$ cat config.mk
export PLATFORM = sky130hd
export DESIGN_NAME = norm_denorm_seq
export DESIGN_NICKNAME = d
export VERILOG_FILES = /design/src/rtl/fpu_norm_pkg.sv /design/src/rtl/norm_denorm_seq.sv
export SDC_FILE = /design/constraint.sdc
export NUM_CORES = 1
export LEC_CHECK = 0
export ABC_CLOCK_PERIOD_IN_PS = 7200
export BUFFER_PORTS_ARGS = -buffer_cell sky130_fd_sc_hd__clkbuf_2
export CORE_ASPECT_RATIO = 1.2
export CORE_MARGIN = 1.5
export CORE_UTILIZATION = 25
export CTS_BUF_LIST = sky130_fd_sc_hd__clkbuf_16
export CTS_CLUSTER_SIZE = 25
export DETAILED_ROUTE_END_ITERATION = 8
export HOLD_SLACK_MARGIN = 0.08
export SYNTH_ARGS = -nofsm -noshare
export SYNTH_HDL_FRONTEND = slang
export SYNTH_SLANG_ARGS = --single-unit
$ cat constraint.sdc
create_clock -name clk -period 7.2 [get_ports clk]
set_input_delay 2.16 -clock clk [delete_from_list [all_inputs] [get_ports clk]]
set_output_delay 2.16 -clock clk [all_outputs]
set_load 0.02 [all_outputs]
$ cat src/rtl/fpu_norm_pkg.sv
// ============================================================================
// Module      : fpu_norm_pkg
// Description : Shared types and constants for the exponent/significand
//               normalize/denormalize sequencer.
// Revision    : 1.0 - initial release
// ============================================================================
`default_nettype none

package fpu_norm_pkg;

  localparam int EXP_W  = 13;
  localparam int FRAC_W = 56;

  localparam logic signed [EXP_W-1:0] EMIN         = 13'sd1;
  localparam logic signed [EXP_W-1:0] ALPHA_SGL    = 13'sd192;
  localparam logic signed [EXP_W-1:0] ALPHA_DBL    = 13'sd1536;
  localparam logic signed [EXP_W-1:0] DENORM_CLAMP = -13'sd56;

  typedef enum logic [1:0] {
    IDLE   = 2'd0,
    NORM   = 2'd1,
    DENORM = 2'd2,
    DONE   = 2'd3
  } state_t;

endpackage

`default_nettype wire

$ cat src/rtl/norm_denorm_seq.sv
// ============================================================================
// Module      : norm_denorm_seq
// Description : Multi-cycle normalizer/denormalizer, one bit shift per cycle,
//               with underflow trap exponent wrap and sticky-bit tracking.
// Revision    : 1.0 - initial release
// ============================================================================
`default_nettype none

module norm_denorm_seq
  import fpu_norm_pkg::*;
(
  input  logic                     clk,
  input  logic                     rst_n,
  input  logic                     in_valid,
  output logic                     in_ready,
  input  logic signed [EXP_W-1:0]  e_in,
  input  logic        [FRAC_W-1:0] f_in,
  input  logic                     db,
  input  logic                     UNFen,
  output logic                     out_valid,
  input  logic                     out_ready,
  output logic signed [EXP_W-1:0]  e_out,
  output logic        [FRAC_W-1:0] f_out,
  output logic                     tiny,
  output logic                     unf,
  output logic                     zero
);

  state_t                    r_state;
  state_t                    w_next;
  logic signed [EXP_W-1:0]   r_e;
  logic        [FRAC_W-1:0]  r_f;
  logic                      r_db;
  logic                      r_unfen;
  logic                      r_tiny;
  logic                      r_unf;
  logic                      r_zero;

  logic                      w_in_zero;
  logic                      w_lead0;
  logic                      w_norm_shift;
  logic                      w_below;
  logic                      w_clamp;
  logic                      w_denorm_last;
  logic signed [EXP_W-1:0]   w_e_inc;
  logic signed [EXP_W-1:0]   w_alpha;

  assign w_in_zero     = (f_in == '0);
  assign w_lead0       = ~r_f[FRAC_W-1];
  // A zero operand still passes through NORM so its latency matches a normal one.
  assign w_norm_shift  = !r_zero && w_lead0 && (r_unfen || (r_e > EMIN));
  assign w_below       = (r_e < EMIN);
  assign w_clamp       = (r_e < DENORM_CLAMP);
  assign w_e_inc       = r_e + 13'sd1;
  assign w_denorm_last = (w_e_inc == EMIN);
  assign w_alpha       = r_db ? ALPHA_DBL : ALPHA_SGL;

  always_ff @(posedge clk or negedge rst_n) begin
    if (!rst_n) begin
      r_state <= IDLE;
    end else begin
      r_state <= w_next;
    end
  end

  always_comb begin
    w_next = r_state;
    unique case (r_state)
      IDLE: begin
        if (in_valid) w_next = NORM;
      end
      NORM: begin
        if (r_zero)                  w_next = DONE;
        else if (w_norm_shift)       w_next = NORM;
        else if (w_below && !r_unfen) w_next = DENORM;
        else                         w_next = DONE;
      end
      DENORM: begin
        if (w_clamp || w_denorm_last) w_next = DONE;
      end
      DONE: begin
        if (out_ready) w_next = IDLE;
      end
      default: w_next = IDLE;
    endcase
  end

  always_comb begin
    in_ready  = 1'b0;
    out_valid = 1'b0;
    if (r_state == IDLE) in_ready  = 1'b1;
    if (r_state == DONE) out_valid = 1'b1;
  end

  always_ff @(posedge clk or negedge rst_n) begin
    if (!rst_n) begin
      r_e     <= '0;
      r_f     <= '0;
      r_db    <= 1'b0;
      r_unfen <= 1'b0;
      r_tiny  <= 1'b0;
      r_unf   <= 1'b0;
      r_zero  <= 1'b0;
    end else begin
      unique case (r_state)
        IDLE: begin
          if (in_valid) begin
            r_e     <= w_in_zero ? '0 : e_in;
            r_f     <= f_in;
            r_db    <= db;
            r_unfen <= UNFen;
            r_tiny  <= 1'b0;
            r_unf   <= 1'b0;
            r_zero  <= w_in_zero;
          end
        end
        NORM: begin
          if (!r_zero) begin
            if (w_norm_shift) begin
              r_f <= {r_f[FRAC_W-2:0], 1'b0};
              r_e <= r_e - 13'sd1;
            end else if (w_below) begin
              if (r_unfen) begin
                r_e    <= r_e + w_alpha;
                r_tiny <= 1'b1;
                r_unf  <= 1'b1;
              end
            end else if (w_lead0) begin
              // Halted at EMIN with the hidden bit clear: result is denormal.
              r_tiny <= 1'b1;
            end
          end
        end
        DENORM: begin
          r_tiny <= 1'b1;
          if (w_clamp) begin
            r_f   <= {{(FRAC_W-1){1'b0}}, |r_f};
            r_e   <= EMIN;
            r_unf <= r_unf | (|r_f);
          end else begin
            // Bit 0 is the sticky position; a 1 leaving it makes the result inexact.
            r_f   <= {1'b0, r_f[FRAC_W-1:2], r_f[1] | r_f[0]};
            r_e   <= w_e_inc;
            r_unf <= r_unf | r_f[0];
          end
        end
        DONE: begin
        end
        default: begin
        end
      endcase
    end
  end

  assign e_out = r_e;
  assign f_out = r_f;
  assign tiny  = r_tiny;
  assign unf   = r_unf;
  assign zero  = r_zero;

endmodule

`default_nettype wire

== Word level (Yosys, flattened, before mapping) ==
Index checks and enable logic that the tools add are counted.
Operators by class
  order comparisons: 3
  eq/ne operators: 16
  multiplexer cells: 35
  multiply operators: 0
  bitwise logic cells: 4
  divide/modulo/power cells: 0
  shifts and indexed selects: 0
  reduce and logical (&&, ||, !) cells: 17
  add/sub/neg operators: 3
Operators by type and width (count)
  $mux W56: 3
  $pmux W56 S3: 1
  $mux W13: 7
  $logic_not A56 Y1: 1
  $reduce_or A56 Y1: 1
  $mux W55: 1
  $pmux W13 S3: 1
  $ne A2 B2 Y1 const B: 8
  $add A13 B12 Y13: 1
  $add A13 B2 Y13 const B: 1
  $eq A13 B2 Y1 const B: 1
  $gt A13 B2 Y1 const B: 1
  $lt A13 B2 Y1 const B: 1
  $lt A13 B7 Y1 const B: 1
  $mux W1: 13
  $sub A13 B2 Y13 const B: 1
  $ne A3 B3 Y1 const B: 4
  $reduce_and A6 Y1: 2
  $mux W11: 1
  $mux W2: 5
  $pmux W2 S4: 1
  $pmux W1 S3: 2
  $reduce_and A5 Y1: 1
  $eq A2 B2 Y1 const B: 2
  other kinds (11): 17
Word-level totals
  flip-flop bits (word level): 76
  output and inout port bits: 74
  bits in latches: 0
  memories kept: 0
  RAM bits: 0
  bits in read-only memories: 0
  input bits: 75

== Depth between registers and ports, before layout ==
Gate-level depths: netlist of run 1.
  depth in word-level cells: 7
  gate-level depth with buffers: 11

== Worst setup path after synthesis of run 1 ==
Ideal clock, no wire load.
  kind: input to register
  start point: in f_in[2]
  end point: reg r_e[8] (netlist: e_out[8])
  arrival: 4.014 ns
  stages on the path: 8
  data required time: 7.073 ns
  path slack: 3.059 ns
  path through: nor4_1 > nand4_1 > or4_1 > buf_2 > and2_0 > clkbuf_2 > a32o_1 > o32a_2
Between the ends
  longest elaborated chain between the ends: 4
RTL lines
  start, declared: RTL line norm_denorm_seq.sv:17  | input logic [FRAC_W-1:0] f_in,
  $logic_not A56 Y1: RTL line norm_denorm_seq.sv:48  | assign w_in_zero = (f_in == '0);
  $mux W13: RTL line norm_denorm_seq.sv:108  | r_e <= w_in_zero ? '0 : e_in;
  $mux W13: RTL line norm_denorm_seq.sv:107  | if (in_valid) begin
  $pmux W13 S3: RTL line norm_denorm_seq.sv:105  | unique case (r_state)
  end signal, assigned: RTL line norm_denorm_seq.sv:108
  end signal, assigned: RTL line norm_denorm_seq.sv:121  | r_e <= r_e - 13'sd1;
  end signal, assigned: RTL line norm_denorm_seq.sv:124  | r_e <= r_e + w_alpha;
  end, declared: RTL line norm_denorm_seq.sv:31  | logic signed [EXP_W-1:0] r_e;
No other way between the ends. The select of a mux whose other input is x is not followed.
A chain may end at the register's enable or synchronous reset.

== Worst setup path after layout of run 1 ==
  start point: in f_in[33]
  end point: reg r_e[8] (netlist: e_out[8])
Same word-level chain as after synthesis.

==> results of run 1 <==
## critical path, cell delays in order
cell and delay (ns):
sky130_fd_sc_hd__clkbuf_2 0.09, sky130_fd_sc_hd__nor4_1 0.50, sky130_fd_sc_hd__nand4_1 0.17, sky130_fd_sc_hd__or4_1 0.73, sky130_fd_sc_hd__and2_0 0.40, sky130_fd_sc_hd__a32o_1 0.27, sky130_fd_sc_hd__o32a_2 0.38
## per-layer routing
| metal | vias to the layer above | GRT usage [%] | wire [um] |
|---|---|---|---|
| met5 | - | 0 | 0 |
| met4 | 0 | 5.95 | 390 |
| met3 | 27 | 4.39 | 1620 |
| met2 | 224 | 31.2 | 10000 |
| met1 | 2759 | 24.9 | 8530 |
| li1 | 2648 | - | - |
## per-stage QoR
| step | power, mW | cell area (um^2) | setup slack, ns |
|---|---|---|---|
| after floorplan | 2.68 | 5310 | 3.06 |
| after global placement | 3.34 | 6180 | 2.31 |
| after detailed placement | 3.37 | 6180 | 2.26 |
| after CTS | 3.85 | 6480 | 2.61 |
| after global routing | 4.16 | 6480 | 2.57 |
| final | 3.83 | 6480 | 2.72 |
## power breakdown
group / internal [mW] / total, mW / switching (mW)
logic: 0.835 / 2.29 / 1.46
registers: 0.652 / 1.06 / 0.405
clock network: 0.271 / 0.478 / 0.207
total: 1.76 / 3.83 / 2.07
## cells in the mapped netlist (2+ instances only)
cell,count,share of area [%]
sky130_fd_sc_hd__nand2_1,86,6.1
sky130_fd_sc_hd__dfrtp_1,76,36
sky130_fd_sc_hd__nor2_1,76,5.4
sky130_fd_sc_hd__o31ai_1,62,8.8
sky130_fd_sc_hd__a221oi_1,60,9.9
sky130_fd_sc_hd__nor4_1,33,3.9
sky130_fd_sc_hd__clkbuf_1,32,2.3
sky130_fd_sc_hd__a21oi_1,20,1.9
sky130_fd_sc_hd__buf_2,20,1.9
sky130_fd_sc_hd__o21ai_0,15,1.4
sky130_fd_sc_hd__ha_1,12,2.8
sky130_fd_sc_hd__xnor2_1,12,2.0
sky130_fd_sc_hd__inv_1,11,0.78
sky130_fd_sc_hd__nand3_1,10,0.94
sky130_fd_sc_hd__nand4_1,10,1.2
sky130_fd_sc_hd__nor3_1,10,0.94
sky130_fd_sc_hd__a31oi_1,6,0.71
sky130_fd_sc_hd__nor2b_1,6,0.71
sky130_fd_sc_hd__mux2i_1,5,0.94
sky130_fd_sc_hd__mux2_2,4,0.85
sky130_fd_sc_hd__o21a_1,4,0.57
sky130_fd_sc_hd__o31a_1,4,0.66
sky130_fd_sc_hd__a21o_1,3,0.42
sky130_fd_sc_hd__a32o_1,3,0.57
sky130_fd_sc_hd__and2_1,3,0.35
sky130_fd_sc_hd__or2_2,3,0.35
sky130_fd_sc_hd__xor2_1,3,0.50
sky130_fd_sc_hd__a211oi_1,2,0.28
sky130_fd_sc_hd__a31o_2,2,0.33
sky130_fd_sc_hd__buf_6,2,0.42
sky130_fd_sc_hd__clkbuf_2,2,0.19
sky130_fd_sc_hd__nand3b_1,2,0.28
sky130_fd_sc_hd__nor3b_1,2,0.28
sky130_fd_sc_hd__nor4_4,2,0.80
sky130_fd_sc_hd__o22ai_1,2,0.24
sky130_fd_sc_hd__o311ai_0,2,0.33
sky130_fd_sc_hd__o32a_1,2,0.38
sky130_fd_sc_hd__o32ai_1,2,0.33
sky130_fd_sc_hd__or3_1,2,0.24
## cell type report
cell class                      instances  area (um^2)
Inverter                               12         45.0
Multi-Input combinational cell        489         3120
Timing Repair Buffer                  153          781
Fill cell                            2238        14400
Tap cell                              270          338
Sequential cell                        76         1900
Clock inverter                          7         76.3
Clock buffer                            9          225
## logic make-up (layout without fill, tap and decap cells)
family | count (synthesis) | count (layout) | synth area share (%)
and+or+nand+nor | 252 | 252 | 22.4
buffers and inverters | 69 | 181 | 5.68
DFF | 76 | 76 | 35.8
adders and majority gates | 13 | 13 | 3.21
AOI/OAI and AO/OA | 200 | 200 | 28.6
muxes | 9 | 9 | 1.79
xor gates and xnor gates | 15 | 15 | 2.48
## path summary, 6_finish.rpt
path,from,end,cells past startpoint
max in group asynchronous,rst_n,f_out[11]$_DFFE_PN0P_,2
hold reg to reg,tiny$_DFFE_PN0P_,tiny$_DFFE_PN0P_,1
hold / removal,tiny$_DFFE_PN0P_,tiny$_DFFE_PN0P_,1
min in group asynchronous,rst_n,e_out[8]$_DFFE_PN0P_,1
setup / recovery,f_in[33],e_out[8]$_DFFE_PN0P_,7
setup reg to reg,flip-flop,e_out[5]$_DFFE_PN0P_,9
## flip-flops by register name, summed over array words and instances (netlist names), named ones only
name and count:
e_out 13, f_out 56, r_db 1, r_state 1, r_unfen 1, tiny 1, unf 1, zero 1
==> reports/summary.txt, run 1 <==
==================================================================================================
Status                                                                                   completed
Worst Setup Start Kind                                                                  input port
Post-detailed-route DRC marker count                                                             0
Initial Util                                                                                 25.4%
Required arrival time at the worst endpoint                                                7.43 ns
Most frequent cells in the layout                                                     sky130_fd_sc_hd__clkbuf_2, sky130_fd_sc_hd__nand2_1, sky130_fd_sc_hd__nor2_1, sky130_fd_sc_hd__dfrtp_1, sky130_fd_sc_hd__o31ai_1
Maximum fanout along the worst path                                                              9
I/O pins                                                                                       149
Static leakage power                                                                       2.74 nW
DIE WIDTH                                                                                   136 um
Proportion of synthesized chip area in sequential cells                                      35.8%
Area of the core region                                                                 20900 um^2
Share of flip-flops with an asynchronous set or reset                                         100%
Arrival time of the worst setup path                                                       4.71 ns
FMAX                                                                                       223 MHz
Worst hold margin                                                                         0.513 ns
Final Hold Fails                                                                                 0
Count of synthesis-stage warnings from yosys                                                     0
Number of global-route vias before repair                                                     5440
Via count                                                                                     5658
Register-to-register setup slack                                                           3.46 ns
Post-synthesis cell type count                                                                  60
Final clock skew                                                                        0.00737 ns
Number of flops mapped to enable cells by yosys                                                  0
Syn avg cell area                                                                        8.37 um^2
Mapped Area                                                                              5310 um^2
Area growth from synthesis to layout                                                         22.2%
Worst setup EP type                                                                      flip-flop
Number of antenna repair diodes                                                                  0
Count of routing violations after the opening detailed-route iteration                         477
Worst vdd ir                                                                              0.311 mV
Minimum period implied by the final worst setup slack                                      4.48 ns
Sum of overflow across all layers after global routing                                           0
Final Cycle Share                                                                            62.2%
Final WL                                                                                   20.6 mm
Clock network latency to the later pin of the worst-skew pair                              0.35 ns
Net count of the mapped netlist                                                                722
Cts bufs inserted                                                                                9
H-Tree Depth                                                                                     3
Number of rows created at floorplan                                                             58
Setup violators final                                                                            0
Post_cts resized                                                                                 0
Number of pins exceeding their max-slew limit in the final report                                0
Antenna violation net count after detailed routing                                               0
Final standard cell count with taps included and fillers excluded                             1016
Total routing resource utilization after global routing                                      19.1%
Number of nets in the layout                                                                   829
Most frequent standard cell in the layout excluding fill and tap cells                sky130_fd_sc_hd__clkbuf_2
Number of instances in the synthesized netlist                                                 634
Share of the core filled with cells in the final layout                                      31.0%
Dominant synthesized flop cell                                                        sky130_fd_sc_hd__dfrtp_1
Max-Cap Viols                                                                                    0
Share of final-layout standard cells stronger than drive strength 1                          25.1%
Bufs on Longest Clock Path                                                                       2
Power per Cell Area                                                                    590 nW/um^2
Number of synthesized register bits                                                             76
Post-detail-place hpwl                                                                     14.7 mm
TritonCTS clock tree                                                                           yes
Maximum number of pins on one net before global-route repair                                   121
Routability congestion estimate from global placement                                        0.910
Wire length of the first global-routing pass                                               32.4 mm
Drt via density                                                                               5.57
Number of I/O port buffers                                                                     148
Post-CTS Hold Fix Bufs                                                                           0
Clock transition time at the flip-flop clock pins of the worst setup and hold paths        0.07 ns
Unrepaired setup endpoints after global routing                                              false
Wire per inst                                                                              20.3 um
CTS Root Cell                                                                         sky130_fd_sc_hd__clkbuf_16
Number of setup buffers added after CTS                                                          0
Total clock sinks                                                                               76
# placed instances                                                                            1000
Post-Route Setup TNS                                                                          0 ns
Number of antenna violations at the first check in global routing                                0
Slew headroom                                                                                23.9%
Hold Crit Class                                                                       flip-flop to flip-flop
Critical setup path kind                                                              input port to flip-flop
Die outline area                                                                        22100 um^2
Transition at the pin with the smallest max-transition slack                               1.11 ns
Iteration count of the initial detailed-routing pass                                             5
Height of the die                                                                           163 um
==================================================================================================
Note: power is estimated with default switching activity, not from simulation.
==> run 2: changes to the inputs <==
Settings changed: ABC_CLOCK_PERIOD_IN_PS 7200 to 4000.
Clock period 7.2 ns to 4 ns, I/O delays scaled along.
==> run 2 against run 1 <==
Via count up 0.72%. Clock power is 87% higher. Wire length increased by 3.0%. Cell count is 1.2% higher. Sequential power increased by 78%. Setup slack worse by 1.9 ns. Global-route usage grew 0.23 points. Largest power group unchanged.
==> reports/summary.txt, run 2 (same netlist as run 1, synthesis figures left out) <==
==================================================================================================
Area of the core region                                                                 20900 um^2
Placed Area                                                                              6290 um^2
H-Tree Depth                                                                                     3
Post-Route Setup TNS                                                                          0 ns
Worst vdd ir                                                                              0.332 mV
Transition at the pin with the smallest max-transition slack                              0.890 ns
Setup violators final                                                                            0
Number of I/O port buffers                                                                     148
Clock network latency to the later pin of the worst-skew pair                              0.36 ns
Area growth from synthesis to layout                                                         24.2%
Worst hold margin                                                                         0.525 ns
Register-to-register setup slack                                                           0.93 ns
Required arrival time at the worst endpoint                                                4.24 ns
Final WL                                                                                   21.2 mm
CTS Root Cell                                                                         sky130_fd_sc_hd__clkbuf_16
Power per Cell Area                                                                   1070 nW/um^2
Wire length of the first global-routing pass                                               32.6 mm
Unrepaired setup endpoints after global routing                                              false
TritonCTS clock tree                                                                           yes
Via count                                                                                     5699
Total Power                                                                                7.07 mW
Total clock sinks                                                                               76
Clock transition time at the flip-flop clock pins of the worst setup and hold paths        0.07 ns
Number of flip-flops in the largest register                                                    56
Worst setup EP type                                                                      flip-flop
Final design area excluding fillers                                                      6590 um^2
Arrival time of the worst setup path                                                       3.46 ns
Max-Cap Viols                                                                                    0
Worst Min Path Start                                                                  tiny$_DFFE_PN0P_
Initial Util                                                                                 25.4%
Final Cycle Share                                                                            80.6%
Capture point of the worst reg-to-reg path                                            f_out[24]$_DFFE_PN0P_
I/O pins                                                                                       149
Drt via density                                                                               5.54
Most frequent cells in the layout                                                     sky130_fd_sc_hd__clkbuf_2, sky130_fd_sc_hd__nand2_1, sky130_fd_sc_hd__nor2_1, sky130_fd_sc_hd__dfrtp_1, sky130_fd_sc_hd__o31ai_1
Static leakage power                                                                       2.80 nW
DIE WIDTH                                                                                   136 um
Post-CTS Hold Fix Bufs                                                                           0
Die outline area                                                                        22100 um^2
Total routing resource utilization after global routing                                      19.3%
Bufs on Longest Clock Path                                                                       2
Minimum period implied by the final worst setup slack                                      3.22 ns
Worst R2R Path Depth                                                                             8
FMAX                                                                                       310 MHz
Share of the core filled with cells in the final layout                                      31.5%
Critical setup path kind                                                              input port to flip-flop
Routability congestion estimate from global placement                                        0.887
# placed instances                                                                            1012
Maximum fanout along the worst path                                                              4
Status                                                                                   completed
Iteration count of the initial detailed-routing pass                                             5
Number of setup buffers added after CTS                                                          0
Cts bufs inserted                                                                                9
Count of routing violations after the opening detailed-route iteration                         507
Worst Setup Start Kind                                                                  input port
Worst hold stages                                                                                1
Number of nets in the layout                                                                   841
Number of global-route vias before repair                                                     5484
Number of rows created at floorplan                                                             58
Wire per inst                                                                              20.6 um
Most frequent standard cell in the layout excluding fill and tap cells                sky130_fd_sc_hd__clkbuf_2
Final standard cell count with taps included and fillers excluded                             1028
Post_cts resized                                                                                 0
Post-detailed-route DRC marker count                                                             0
Slew headroom                                                                                40.5%
Number of antenna violations at the first check in global routing                                0
Number of antenna repair diodes                                                                  0
Hold Crit Class                                                                       flip-flop to flip-flop
Setup Slack @ Placement                                                                   0.378 ns
Maximum number of pins on one net before global-route repair                                    76
End of the worst hold path                                                            tiny$_DFFE_PN0P_
Setup ws final                                                                            0.777 ns
Post-detail-place hpwl                                                                     15.4 mm
RR Startpoint                                                                         e_out[5]$_DFFE_PN0P_
Height of the die                                                                           163 um
Share of final-layout standard cells stronger than drive strength 1                          26.3%
Final Hold Fails                                                                                 0
Final clock skew                                                                        0.00763 ns
Antenna violation net count after detailed routing                                               0
Number of pins exceeding their max-slew limit in the final report                                0
Sum of overflow across all layers after global routing                                           0
==================================================================================================
-- run 2: changes by cell type in the layout (fill, tap and decap cells not counted), sizes merged --
cell,delta
clkinv,-4
clkinvlp,+1
inv,+3
buf,+12
-- run 2: area by class of cell --
| type | instances | area [um^2] |
|---|---|---|
| fill | 2235 | 14300 |
| multi-input combinational | 489 | 3120 |
| sequential | 76 | 1900 |
| timing repair buffer | 165 | 883 |
| tap | 270 | 338 |
| clock buffer | 9 | 225 |
| clock inverter | 7 | 81.3 |
| inverter | 12 | 45.0 |
-- run 2: report_power, final --
group          switching, mW  leakage (nW)  total [mW]  internal (mW)
Sequential             0.721         0.941        1.89           1.17
Combinational           2.70          1.71        4.29           1.59
Clock                  0.397         0.148       0.893          0.496
Total                   3.82          2.80        7.07           3.26
-- run 2: worst max-delay path, cell delays in order --
cell and delay (ns):
sky130_fd_sc_hd__clkbuf_2 0.09, sky130_fd_sc_hd__nor4_1 0.46, sky130_fd_sc_hd__nand4_1 0.20, sky130_fd_sc_hd__or4_1 0.57, sky130_fd_sc_hd__and2_0 0.31, sky130_fd_sc_hd__a32o_1 0.25
sky130_fd_sc_hd__o32a_2 0.37
-- run 2: layer usage --
layer,share of wire [%],GRT usage (%),vias up
met5,0,0,-
met3,7.1,4.98,36
li1,-,-,2677
met2,47,31.0,229
met4,2.7,6.48,0
met1,43,25.1,2757
-- run 2: worst max path at each step --
| stage | slack [ns] | to | startpoint |
|---|---|---|---|
| after detailed placement | 0.38 | e_out[8]$_DFFE_PN0P_ | f_in[33] |
| after global routing | 0.64 | e_out[1]$_DFFE_PN0P_ | f_in[33] |
| final | 0.78 | e_out[8]$_DFFE_PN0P_ | f_in[22] |
| after global placement | 0.41 | e_out[8]$_DFFE_PN0P_ | f_in[33] |
| after floorplan | 0.82 | e_out[8]$_DFFE_PN0P_ | f_in[2] |
| after CTS | 0.75 | e_out[8]$_DFFE_PN0P_ | f_in[33] |
